==> config.mk <==
export PLATFORM = sky130hd
export DESIGN_NAME = pc_seq_unit
export DESIGN_NICKNAME = d
export VERILOG_FILES = /design/src/rtl/pc_seq_unit.sv
export SDC_FILE = /design/constraint.sdc
export NUM_CORES = 1
export LEC_CHECK = 0
export CORE_UTILIZATION = 41
export DETAILED_ROUTE_END_ITERATION = 7
export GPL_TIMING_DRIVEN = 1
export PLACE_DENSITY = 0.77
export SYNTH_ARGS = -nofsm -noshare
export SYNTH_HDL_FRONTEND = slang
export SYNTH_SLANG_ARGS = --single-unit
==> constraint.sdc <==
create_clock -name clk -period 3.8 [get_ports clk]
set_clock_uncertainty 0.05 [all_clocks]
set_input_delay 1.14 -clock clk [delete_from_list [all_inputs] [get_ports clk]]
set_output_delay 1.14 -clock clk [all_outputs]
set_load 0.02 [all_outputs]
==> src/rtl/pc_seq_unit.sv <==
// Program-counter unit for the multi-byte-instruction core.
// Holds the architectural PC, forms the sequential successor PC+len, and
// picks the next PC from sequential flow, a branch target, the interrupt
// vector or the saved interrupt return address. A single-level interrupt
// context (saved PC plus RUN/ISR state) lives here as well.
module pc_seq_unit #(
  parameter int          ADDR_W    = 16,
  parameter int          MAX_LEN   = 3,
  parameter logic [31:0] RESET_VEC = 32'h0000_0000,
  parameter logic [31:0] IRQ_VEC   = 32'h0000_0010,
  localparam int         LEN_W     = $clog2(MAX_LEN + 1)
) (
  input  logic              clk,
  input  logic              rst,
  input  logic              stall,
  input  logic [LEN_W-1:0]  instr_len,
  input  logic              branch_taken,
  input  logic [ADDR_W-1:0] branch_target,
  input  logic              iret,
  input  logic              irq_req,
  output logic [ADDR_W-1:0] pc_out,
  output logic [ADDR_W-1:0] pc_seq,
  output logic [ADDR_W-1:0] epc_out,
  output logic              irq_ack,
  output logic              in_isr,
  output logic              wrap,
  output logic              len_err
);

  // Vector addresses reduced to the PC width once, so the datapath never
  // has to deal with the 32-bit parameter form.
  localparam logic [ADDR_W-1:0] RESET_PC = ADDR_W'(RESET_VEC);
  localparam logic [ADDR_W-1:0] IRQ_PC   = ADDR_W'(IRQ_VEC);

  typedef enum logic {
    RUN = 1'b0,
    ISR = 1'b1
  } state_t;

  // An instruction length is usable only in the range 1..MAX_LEN.
  function automatic logic len_legal(input logic [LEN_W-1:0] len);
    return (len != '0) && (len <= LEN_W'(MAX_LEN));
  endfunction

  // Sequential successor at one extra bit of width; the top bit is the
  // carry out of the address space and marks a wrap past 2^ADDR_W-1.
  function automatic logic [ADDR_W:0] seq_add(input logic [ADDR_W-1:0] pc,
                                               input logic [LEN_W-1:0]  len);
    return {1'b0, pc} + (ADDR_W + 1)'(len);
  endfunction

  // Registered architectural state (stage p1) and its next values (p0).
  logic [ADDR_W-1:0] pc_p1,  pc_p0;
  logic [ADDR_W-1:0] epc_p1, epc_p0;
  state_t            state_p1, state_p0;
  logic              irq_ack_p1, irq_ack_p0;
  logic              wrap_p1,    wrap_p0;
  logic              len_err_p1, len_err_p0;

  logic [ADDR_W:0]   seq_sum_p0;
  logic              len_ok_p0;
  logic              irq_take_p0;
  logic              iret_take_p0;

  // ---- stage p0: successor arithmetic and request qualification ----
  // Successor address and qualified requests for the current cycle.
  always_comb begin
    seq_sum_p0   = seq_add(pc_p1, instr_len);
    len_ok_p0    = len_legal(instr_len);
    irq_take_p0  = irq_req && (state_p1 == RUN);
    iret_take_p0 = iret && (state_p1 == ISR);
  end

  // Next-state / next-PC selection; first matching event wins.
  always_comb begin
    pc_p0      = pc_p1;
    epc_p0     = epc_p1;
    state_p0   = state_p1;
    irq_ack_p0 = 1'b0;
    wrap_p0    = 1'b0;
    len_err_p0 = 1'b0;
    if (!stall) begin
      if (irq_take_p0) begin
        // Interrupt beats a same-cycle branch; the return point is the
        // sequential successor even when the length is bogus.
        epc_p0     = seq_sum_p0[ADDR_W-1:0];
        pc_p0      = IRQ_PC;
        state_p0   = ISR;
        irq_ack_p0 = 1'b1;
      end else if (branch_taken) begin
        pc_p0 = branch_target;
      end else if (iret_take_p0) begin
        pc_p0    = epc_p1;
        state_p0 = RUN;
      end else if (!len_ok_p0) begin
        len_err_p0 = 1'b1;
      end else begin
        pc_p0   = seq_sum_p0[ADDR_W-1:0];
        wrap_p0 = seq_sum_p0[ADDR_W];
      end
    end
  end

  // ---- stage p1: architectural registers ----
  // State register; reset wins over stall and every request.
  always_ff @(posedge clk) begin
    if (rst) begin
      pc_p1      <= RESET_PC;
      epc_p1     <= '0;
      state_p1   <= RUN;
      irq_ack_p1 <= 1'b0;
      wrap_p1    <= 1'b0;
      len_err_p1 <= 1'b0;
    end else begin
      pc_p1      <= pc_p0;
      epc_p1     <= epc_p0;
      state_p1   <= state_p0;
      irq_ack_p1 <= irq_ack_p0;
      wrap_p1    <= wrap_p0;
      len_err_p1 <= len_err_p0;
    end
  end

  assign pc_out  = pc_p1;
  assign pc_seq  = seq_sum_p0[ADDR_W-1:0];
  assign epc_out = epc_p1;
  assign irq_ack = irq_ack_p1;
  assign in_isr  = (state_p1 == ISR);
  assign wrap    = wrap_p1;
  assign len_err = len_err_p1;

endmodule

Word level (Yosys, flattened, before mapping)
Cells that the tools add are included.
Operators by class
  $add $sub $neg: 1
  magnitude comparators: 1
  reduce and logical (&&, ||, !) cells: 12
  equal/unequal tests: 1
  mux-type cells: 9
  bitwise gates (word level): 3
Operators with widths (count)
  2-to-1 mux 16 bit: 4
  adder 16 x 2 -> 17 bit: 1
  OR reduction 6 bit: 1
  2-to-1 mux 1 bit: 5
  OR reduction 5 bit: 1
  AND reduction 2 bit: 2
  nonzero test 2 bit: 2
  nonzero test 4 bit: 1
  logical AND 1 bit: 3
  NOT 1 bit: 3
  AND reduction 3 bit: 1
  less-or-equal comparator 2 bit (second input constant): 1
  inequality test 2 x 1 -> 1 bit (second input constant): 1
  OR reduction 2 bit: 1
Storage, ports and cells
  output and inout bits: 52
  logic and storage cells: 33
  bits in registers: 36
  input bits: 24

Longest topological paths before layout
Gate-level depths: netlist (run 1).
  depth in word-level cells: 6
  depth in mapped cells: 7
  gate-level depth less buffers: 7

Worst setup path before layout (run 1)
Ideal clock, no wire load.
  kind: input-to-output
  start: in instr_len[0]
  end: out pc_seq[8]
  slack: -0.033 ns
  data arrival time: 2.643 ns
  stages: 7
  path through: ha_1 -> fa_1 -> and3_2 -> nand3_1 -> xor2_1 -> inv_1 -> buf_4
Between the ends
  word-level cells in the longest chain between the ends: 1
Ends and longest elaborated chain
  start: declaration: line 16  | input logic [LEN_W-1:0] instr_len,
  adder 16 x 2 -> 17 bit: line 49  | return {1'b0, pc} + (ADDR_W + 1)'(len);
  end: declaration: line 22  | output logic [ADDR_W-1:0] pc_seq,
No other way between the ends.

Worst setup path after layout (run 1)
  start: in instr_len[1]
  end: out pc_seq[11]
The elaborated chain is that of the path after synthesis.

==> impl_metrics.csv, run 1 <==
group,metric,value,unit
run_status,status,"completed",
global_route,grt_start_max_net_pins,24,
yosys,ys_ff_latch,36,
setup_path,critical_path_class,"primary input to primary output",
yosys,synth_area_leaders,"dfxtp_1 34%, buf_4 6.0%, nor2_1 5.8%",
cells_and_area,fillers,423,
global_route,met1_usage,0.3353,
sta,relSlewSlack,0.5314,
detailed_routing,drt_iter0_drc,202,
die,num_rows,25,
job,drv_cap,0,
global_route,grt-busiest-layer,"met2",
cts,htree_levels,2,
yosys,synth_area,2125,µm²
yosys,yosys_warnings,0,
yosys,synth_area_leader_cell,"dfxtp_1",
yosys,synth_top_flop_cell,"dfxtp_1",
cells_and_area,n_antenna_cell,0,
power,clockPowerShare,0.285,
global_route,grt_pass1_vias,2242,
cts,clkTransAtPathRegs,0.07,ns
power,p_leak,0.001243,µW
sta,hold_violations,0,
global_route,gr-total-overflow,0,
detailed_routing,viasPerCell,5.592,
cts,clk_latency,0.28,ns
detailed_routing,routed-via-count,2332,
cts,cts_sinks,36,
power,swShare,0.3184,
power,pwr-share-seq,0.433,
power,p_per_area,322.9,nW/µm²
cells_and_area,final_cell_count_no_fill,417,
detailed_routing,wire_per_inst,15.93,µm
power,power.switching,318.5,µW
place,hpwl,4688,µm
detailed_routing,firstDrtPassIters,4,
cts,cts-root-buf,"clkbuf_8",
cells_and_area,syn_to_final_growth,45.82,%
setup_path,crit_fanout,3,
cts,cts_made_buffers,5,
min_path,min_path_type,"flop to flop",
yosys,syn-mean-instance-area,7.754,µm²
setup_path,start_kind,"primary input",
sta,slew_viol_final,0,
yosys,yosysSeqAreaShare,0.3392,
setup_path,endpoint_kind,"primary output",
cells_and_area,drive_gt1_frac,0.1857,
sta,worst_pin_slew,0.7003,ns
yosys,async_reset_ff_frac,0,
global_route,antenna_found_initial,0,
power,comb_power_share,0.282,
power,internal_power,681.8,µW
sta,setup_viol,0,
place,place.gp.congestion,0.8648,
setup_path,ff2ff_setup_slack,1.78,ns
yosys,synth_top_area_share,0.3392,
yosys,syn_inst,274,
global_route,met3_usage,0.05149,
yosys,synth_edf_count,0,
setup_path,worstPathArrival,2.50,ns
cts,cts_tree,"done",
cells_and_area,nNetsFinal,376,
sta,post-route-min-period,3.693,ns
sta,rsz0062_at_grt,"false",
die,start_util,0.4382,
place,port_buffers,75,
die,dieArea,5474,µm²
sta,timing.fmax,270.8,MHz
global_route,track_usage,0.2559,
yosys,synth.net_count,301,
global_route,grt_pass1_wl,10650,µm
sta,min_period_over_period,0.9718,
die,io_pins,76,
place,dp.cells,407,
detailed_routing,finalWirelength,6642,µm
cells_and_area,utilization,0.6390,
setup_path,critPathRequiredTime,2.61,ns
detailed_routing,ant_nets,0,
die,die_x,73.99,µm
die,coreArea,4848,µm²
die,die_y,73.99,µm
global_route,met2_usage,0.4273,
detailed_routing,drc,0,
yosys,synth_cell_types,45,
power,vdd_drop_max,192.3,µV
cts,clock_path_buffers,2,
-- final timing paths --
check / start / depth (start not counted) / end
max: instr_len[1] / 6 / pc_seq[11]
min: epc_out[0]$_SDFFE_PP0P_ / 2 / epc_out[0]$_SDFFE_PP0P_
max reg2reg: pc_out[0]$_SDFFE_PP0P_ / 8 / pc_out[10]$_SDFFE_PP0P_
min reg2reg: epc_out[0]$_SDFFE_PP0P_ / 2 / epc_out[0]$_SDFFE_PP0P_
-- kinds of logic after synthesis --
| group | share of synthesized area |
|---|---|
| and+or+nand+nor | 0.2350 |
| buffers and inverters | 0.1019 |
| xor gates and xnor gates | 0.05772 |
| adders and majority gates | 0.02120 |
| DFF | 0.3392 |
| AOI/OAI and AO/OA | 0.2403 |
| muxes | 0.004712 |
-- cells in the final DEF (no fill, tap or decap), types with 2 or more instances in the layout --
cell type and n:
a211o_1 4, ha_4 2, xor2_1 3, a211oi_1 11, nand2_1 24, o211ai_1 2
a21oi_1 24, a31oi_1 6, dlygate4sd2_1 3, nand2b_1 2, a221oi_1 2, nor3_2 2
buf_2 7, nor4_1 2, nand3_2 3, nor2_1 33, nand4_1 6, nand3_1 8
xor2_2 4, clkdlybuf4s50_1 58, dfxtp_1 36, nor3_1 6, inv_1 10, xnor2_2 3
clkbuf_8 6, a21o_1 2, xnor2_1 4, clkbuf_1 2, o21ai_0 18, a22o_1 3
and3_1 3, buf_4 27
-- final cells by class --
| cell class | instances | area (µm²) | share of cell area |
|---|---|---|---|
| Tap cell | 67 | 83.83 | 0.02706 |
| Clock buffer | 8 | 90.09 | 0.02908 |
| Multi-Input combinational cell | 198 | 1294 | 0.4176 |
| Timing Repair Buffer | 98 | 872.1 | 0.2815 |
| Inverter | 10 | 37.54 | 0.01212 |
| Sequential cell | 36 | 720.7 | 0.2326 |
-- state kept, by name (all words and copies together), names as in the netlist --
signal,flops
epc_out,16
in_isr,1
irq_ack,1
len_err,1
pc_out,16
wrap,1
-- metrics by stage --
stage,total power (µW),area [µm²],TNS (ns),hold slack (ns),setup slack (ns)
detailed placement,719.2,2940,-9.544,0.4160,-0.8461
finish,1000,3098,0,0.4283,0.1072
global placement,714.8,2940,-9.589,0.4131,-0.8123
global route,1043,3098,0,0.4419,0.02082
floorplan,594.3,2127,0,0.4945,0.03390
CTS,996.6,3075,-0.2233,0.4264,-0.07354
-- synth_stat cells (all sizes together) (2+ instances only) --
library cell and instances:
a211o 4, a211oi 11, a21o 2, a21oi 25
a221oi 2, a22o 3, a31oi 6, and3 5
buf 19, clkbuf 11, dfxtp 36, ha 2
inv 10, nand2 24, nand2b 2, nand3 11
nand4 6, nor2 33, nor3 9, nor4 3
o211ai 2, o21ai 18, or4 2, xnor2 7
xor2 7
-- timing repair --
action                     in CTS  in global routing
setup endpoints to repair      15                 12
buffers inserted                2                  1
hold buffers                    0                  0
gates resized for setup        76                  6
pin swaps                       9                  4
-- power groups by stage --
stage | combinational (µW) | sequential (µW) | clock (µW)
final | 282 | 433 | 285
after global routing | 304 | 437 | 302
after CTS | 278 | 432 | 287
after detailed placement | 281 | 438 | 0
after global placement | 277 | 438 | 0
after floorplan | 136 | 459 | 0
-- layer usage --
layer / wire (µm) / vias up
li1: - / 1108
met2: 3152 / 128
met1: 2883 / 1084
met4: 89 / 0
met3: 517 / 12
met5: 0 / -
-- worst max-delay path, stage by stage --
cell	delay (ns)
clkbuf_2	0.14
ha_4	0.29
a21oi_4	0.07
or4_4	0.51
xnor2_2	0.18
buf_4	0.17
Power figures use the tool's default switching activity.
==> inputs of run 2 (changes only) <==
--- a/config.mk
+++ b/config.mk
@@ -5,10 +5,11 @@
 export SDC_FILE = /design/constraint.sdc
 export NUM_CORES = 1
 export LEC_CHECK = 0
-export CORE_UTILIZATION = 41
+export CAP_MARGIN = 10
+export CORE_UTILIZATION = 45
 export DETAILED_ROUTE_END_ITERATION = 7
 export GPL_TIMING_DRIVEN = 1
-export PLACE_DENSITY = 0.77
+export PLACE_DENSITY_LB_ADDON = 0.1
 export SYNTH_ARGS = -nofsm -noshare
 export SYNTH_HDL_FRONTEND = slang
 export SYNTH_SLANG_ARGS = --single-unit
==> constraint.sdc (replaced) <==
create_clock -name clk -period 3.6 [get_ports clk]
set_clock_uncertainty 0.05 [all_clocks]
set_input_delay 1.08 -clock clk [delete_from_list [all_inputs] [get_ports clk]]
set_output_delay 1.08 -clock clk [all_outputs]
set_load 0.02 [all_outputs]
==> run 2 against run 1 <==
Net effect:
- the flow now finishes with violations (DRC)
- first-iteration DRC count increased by 5.4%
- non-clock buffer count grew 4
- register-to-register slack lost 0.28 ns
- cell count decreased by 2.6%
- die area is 8.7% lower
- setup slack worse by 0.046 ns
- power rose by 7.1%
- flip-flop and latch count is the same
- clock power grew 7.4%
- critical path depth increased by 1
- via count down 0.13%
- critical endpoint is now pc_seq[12]
==> impl_metrics.csv, run 2 (same netlist as run 1, synthesis figures left out) <==
group,metric,value,unit
global_route,grt_start_max_net_pins,17,
cts,cts_made_buffers,5,
job,drv_cap,0,
run_status,violations,"DRC",
detailed_routing,viasPerCell,5.736,
power,p_leak,0.001276,µW
sta,post-route-min-period,3.538,ns
setup_path,critical_path_class,"primary input to primary output",
sta,relSlewSlack,0.5595,
die,io_pins,76,
sta,hold_ws,0.4267,ns
die,coreArea,4444,µm²
detailed_routing,routed-via-count,2329,
setup_path,ff2ff_setup_slack,1.50,ns
global_route,grt_pass1_wl,10560,µm
cells_and_area,n_antenna_cell,0,
die,num_rows,24,
cells_and_area,fillers,380,
power,vdd_drop_max,197.0,µV
setup_path,crit_fanout,3,
place,hpwl,4541,µm
cts,clock_path_buffers,2,
sta,timing.fmax,282.6,MHz
sta,hold_violations,0,
cells_and_area,drive_gt1_frac,0.2090,
cells_and_area,final_cell_mix,"58 x clkdlybuf4s50_1, 36 x dfxtp_1, 33 x nor2_1, 31 x buf_4",
detailed_routing,firstDrtPassIters,7,
cells_and_area,final_common_cell,"clkdlybuf4s50_1",
power,p_per_area,342.8,nW/µm²
min_path,min_path_type,"flop to flop",
cts,postCtsHoldBufs,0,
place,port_buffers,75,
setup_path,worstPathArrival,2.41,ns
sta,rsz0062_at_grt,"false",
cts,cts_tree,"done",
place,dpl-instance-area,2952,µm²
die,dieArea,5000,µm²
place,place.gp.congestion,0.9003,
die,die_x,70.71,µm
cts,clkTransAtPathRegs,0.08,ns
setup_path,endpoint_kind,"primary output",
sta,setup_viol,0,
global_route,gr-total-overflow,0,
global_route,antenna_found_initial,0,
detailed_routing,ant_nets,0,
detailed_routing,finalWirelength,6644,µm
detailed_routing,drt_iter0_drc,213,
detailed_routing,drc,12,
cts,cts_sinks,36,
cts,htree_levels,2,
die,die_y,70.71,µm
cells_and_area,stdcell_area,3124,µm²
run_status,status,"finished, violations left",
global_route,track_usage,0.2696,
cells_and_area,final_cell_count_no_fill,406,
cells_and_area,nNetsFinal,380,
setup_path,critPathRequiredTime,2.47,ns
cells_and_area,syn_to_final_growth,47.06,%
detailed_routing,wire_per_inst,16.36,µm
cells_and_area,regArea,720.7,µm²
sta,slew_viol_final,0,
setup_path,start_kind,"primary input",
place,dp.cells,394,
cts,cts-root-buf,"clkbuf_8",
sta,worst_pin_slew,0.6583,ns
global_route,grt_pass1_vias,2150,
die,start_util,0.4780,
cts,clk_latency,0.29,ns
cells_and_area,multi_input_area,1304,µm²
sta,min_period_over_period,0.9829,
run 2: final timing paths:
path | startpoint | to | cells past startpoint
setup / recovery | instr_len[0] | pc_seq[12] | 7
hold reg to reg | epc_out[0]$_SDFFE_PP0P_ | epc_out[0]$_SDFFE_PP0P_ | 2
hold / removal | epc_out[0]$_SDFFE_PP0P_ | epc_out[0]$_SDFFE_PP0P_ | 2
setup reg to reg | pc_out[1]$_SDFFE_PP0P_ | pc_out[5]$_SDFFE_PP0P_ | 10
run 2: final cells by class:
cell class                 count  area share
timing repair buffer         102      0.2895
inverter                      10     0.01201
sequential                    36      0.2307
multi-input combinational    198      0.4173
clock inverter                 2    0.003204
tap                           52     0.02082
clock buffer                   6     0.02643
run 2: metal layers:
metal	share of wire	track usage
met5	0	0
met4	0.013	0.09111
met3	0.064	0.05556
met2	0.47	0.4306
met1	0.45	0.3649
run 2: through the flow:
step           TNS, ns  total power [µW]  setup slack [ns]  utilization
2_1_floorplan        0             628.5           0.03477            -
3_5_place_dp    -10.77             763.0           -0.8990       0.6641
4_1_cts              0              1074           0.03952       0.6993
6_report             0              1071           0.06154       0.7030
5_1_grt              0              1117          0.007129       0.7030
3_3_place_gp    -10.74             759.9           -0.8933       0.6641
run 2: worst max-delay path: stages:
cell,delay [ns]
buf_6,0.10
ha_4,0.15
fa_2,0.35
and3_4,0.21
nand4_1,0.12
xnor2_1,0.17
buf_2,0.22
run 2: power breakdown:
group,switching [µW],leakage (µW),internal (µW)
logic,161,0.000929,148
registers,33.3,0.000295,423
clock network,153,0.0000510,153
run 2: what timing repair did:
action / CTS / global route
endpoints found under the setup margin: 15 / 9
pin swaps: 6 / 4
endpoints found under the hold margin: 0 / 0
buffers inserted: 3 / 1
gates resized for setup: 73 / 13
==> inputs of run 3 (changes only) <==
--- a/config.mk
+++ b/config.mk
@@ -10,6 +10,7 @@
 export DETAILED_ROUTE_END_ITERATION = 7
 export GPL_TIMING_DRIVEN = 1
 export PLACE_DENSITY_LB_ADDON = 0.1
+export SETUP_SLACK_MARGIN = 0.02
 export SYNTH_ARGS = -nofsm -noshare
 export SYNTH_HDL_FRONTEND = slang
 export SYNTH_SLANG_ARGS = --single-unit
==> constraint.sdc (replaced) <==
create_clock -name clk -period 3.6 [get_ports clk]
set_clock_uncertainty 0.05 [all_clocks]
set_input_delay 0.9 -clock clk [delete_from_list [all_inputs] [get_ports clk]]
set_output_delay 0.9 -clock clk [all_outputs]
set_load 0.02 [all_outputs]
==> run 3 against run 2 <==
Net effect:
- the run still ends with DRC left
- critical path depth is the same
- combinational power is 3% lower
- fmax increased by 2.1%
- first-iteration DRC count grew 44%
- cell count decreased by 0.99%
- non-clock buffer count decreased by 3
- critical endpoint is now pc_seq[15]
- largest power group unchanged
- highest routed layer unchanged
==> impl_metrics.csv, run 3 (same netlist as run 1, synthesis figures left out) <==
group,metric,value,unit
global_route,gr-total-overflow,0,
min_path,worstHoldPathCells,2,
cts,clock_path_buffers,2,
setup_path,reg2reg_to,"pc_out[14]$_SDFFE_PP0P_",
cells_and_area,nNetsFinal,377,
place,place.gp.congestion,0.8373,
cells_and_area,final_cell_mix,"59 x clkdlybuf4s50_1, 36 x dfxtp_1, 33 x nor2_1, 27 x buf_4",
cells_and_area,drive_gt1_frac,0.1686,
cells_and_area,n_antenna_cell,0,
cts,cts-root-buf,"clkbuf_8",
sta,worst_pin_slew,0.6864,ns
cts,cts_tree,"done",
sta,hold_ws,0.4330,ns
setup_path,critPathRequiredTime,2.65,ns
place,dp.cells,393,
setup_path,rr_worst_depth,8,
sta,relSlewSlack,0.5407,
setup_path,endpoint_kind,"primary output",
power,p_leak,0.001242,µW
die,die_y,70.71,µm
detailed_routing,firstDrtPassIters,8,
global_route,antenna_found_initial,0,
die,num_rows,24,
sta,hold_violations,0,
cts,clkTransAtPathRegs,0.07,ns
cells_and_area,final_common_cell,"clkdlybuf4s50_1",
detailed_routing,wire_per_inst,15.84,µm
die,dieArea,5000,µm²
detailed_routing,drc,15,
global_route,track_usage,0.2630,
sta,rsz0062_at_grt,"false",
die,die_x,70.71,µm
detailed_routing,finalWirelength,6368,µm
place,pre_cts_ws,-0.5370,ns
setup_path,reg2reg_from,"pc_out[0]$_SDFFE_PP0P_",
run_status,violations,"DRC",
global_route,grt_pass1_vias,2086,
cts,htree_levels,2,
cts,cts_made_buffers,5,
detailed_routing,drt_iter0_drc,307,
detailed_routing,ant_nets,0,
setup_path,start_kind,"primary input",
global_route,grt_start_max_net_pins,24,
sta,fin_ws,0.1336,ns
setup_path,crit_end,"pc_seq[15]",
power,p_per_area,347.2,nW/µm²
run_status,status,"finished, violations left",
power,total_power,1071,µW
job,drv_cap,0,
cells_and_area,final_cell_count_no_fill,402,
min_path,min_path_type,"flop to flop",
power,vdd_drop_max,250.1,µV
cts,clk_latency,0.29,ns
sta,timing.fmax,288.5,MHz
die,start_util,0.4780,
setup_path,worstPathArrival,2.52,ns
sta,min_period_over_period,0.9629,
place,hpwl,4420,µm
setup_path,ff2ff_setup_slack,1.59,ns
sta,fin_setup_tns,0,ns
cells_and_area,syn_to_final_growth,45.11,%
detailed_routing,routed-via-count,2297,
sta,post-route-min-period,3.466,ns
global_route,grt_pass1_wl,10340,µm
detailed_routing,viasPerCell,5.714,
place,port_buffers,75,
setup_path,critical_path_class,"primary input to primary output",
setup_path,startpoint,"instr_len[1]",
die,coreArea,4444,µm²
cts,cts_sinks,36,
sta,slew_viol_final,0,
setup_path,crit_fanout,3,
sta,setup_viol,0,
die,io_pins,76,
## run 3: changes by cell type in the layout (fill, tap and decap cells not counted), sizes merged
cell           change
clkdlybuf4s15      +3
clkdlybuf4s50      +1
dlygate4sd1        +1
buf               -10
dlygate4sd2        +5
clkbuf             -2
clkinv             -2
## run 3: metal layers
metal | global-route usage | part of all wire
met2 | 0.4060 | 0.45
met1 | 0.3732 | 0.46
met3 | 0.04274 | 0.075
met4 | 0.09111 | 0.016
met5 | 0 | 0
## run 3: repair_timing
item | 4_1_cts | 5_1_grt
hold buffers | 0 | 0
endpoints found under the setup margin | 15 | 0
setup buffers | 2 | 0
gates resized for setup | 55 | 0
## run 3: layout make-up
cell class / instances / area (µm²)
fillers: 396 / 1361
multi-input cells: 198 / 1256
repair buffers: 99 / 907.1
flip-flops and latches: 36 / 720.7
clock buffers: 7 / 96.34
well taps: 52 / 65.06
inverters: 10 / 37.54
## run 3: worst min-delay path by stage
stage / startpoint / end / slack [ns]
floorplan: epc_out[0]$_SDFFE_PP0P_ / epc_out[0]$_SDFFE_PP0P_ / 0.49
global placement: epc_out[1]$_SDFFE_PP0P_ / epc_out[1]$_SDFFE_PP0P_ / 0.41
detailed placement: epc_out[1]$_SDFFE_PP0P_ / epc_out[1]$_SDFFE_PP0P_ / 0.42
CTS: epc_out[0]$_SDFFE_PP0P_ / epc_out[0]$_SDFFE_PP0P_ / 0.44
global route: epc_out[0]$_SDFFE_PP0P_ / epc_out[0]$_SDFFE_PP0P_ / 0.45
finish: epc_out[0]$_SDFFE_PP0P_ / epc_out[0]$_SDFFE_PP0P_ / 0.43
## run 3: per-stage QoR
| step | instance area, µm² | util |
|---|---|---|
| 5_1_grt | 3083 | 0.6937 |
| 3_5_place_dp | 2927 | 0.6585 |
| 3_3_place_gp | 2927 | 0.6585 |
| 2_1_floorplan | 2125 | - |
| 4_1_cts | 3083 | 0.6937 |
| 6_report | 3083 | 0.6937 |
## run 3: critical path, stage by stage
cell           delay, ns
dlygate4sd2_1       0.31
ha_4                0.31
a21oi_4             0.06
nor3_2              0.18
nand3_1             0.17
xnor2_1             0.24
dlygate4sd1_1       0.34
## run 3: report_power, final
group          leakage, µW  total, µW  internal (µW)  switching [µW]
Clock            0.0000503        316            171             145
Combinational     0.000897        299            143             156
Sequential        0.000295        455            423            32.7
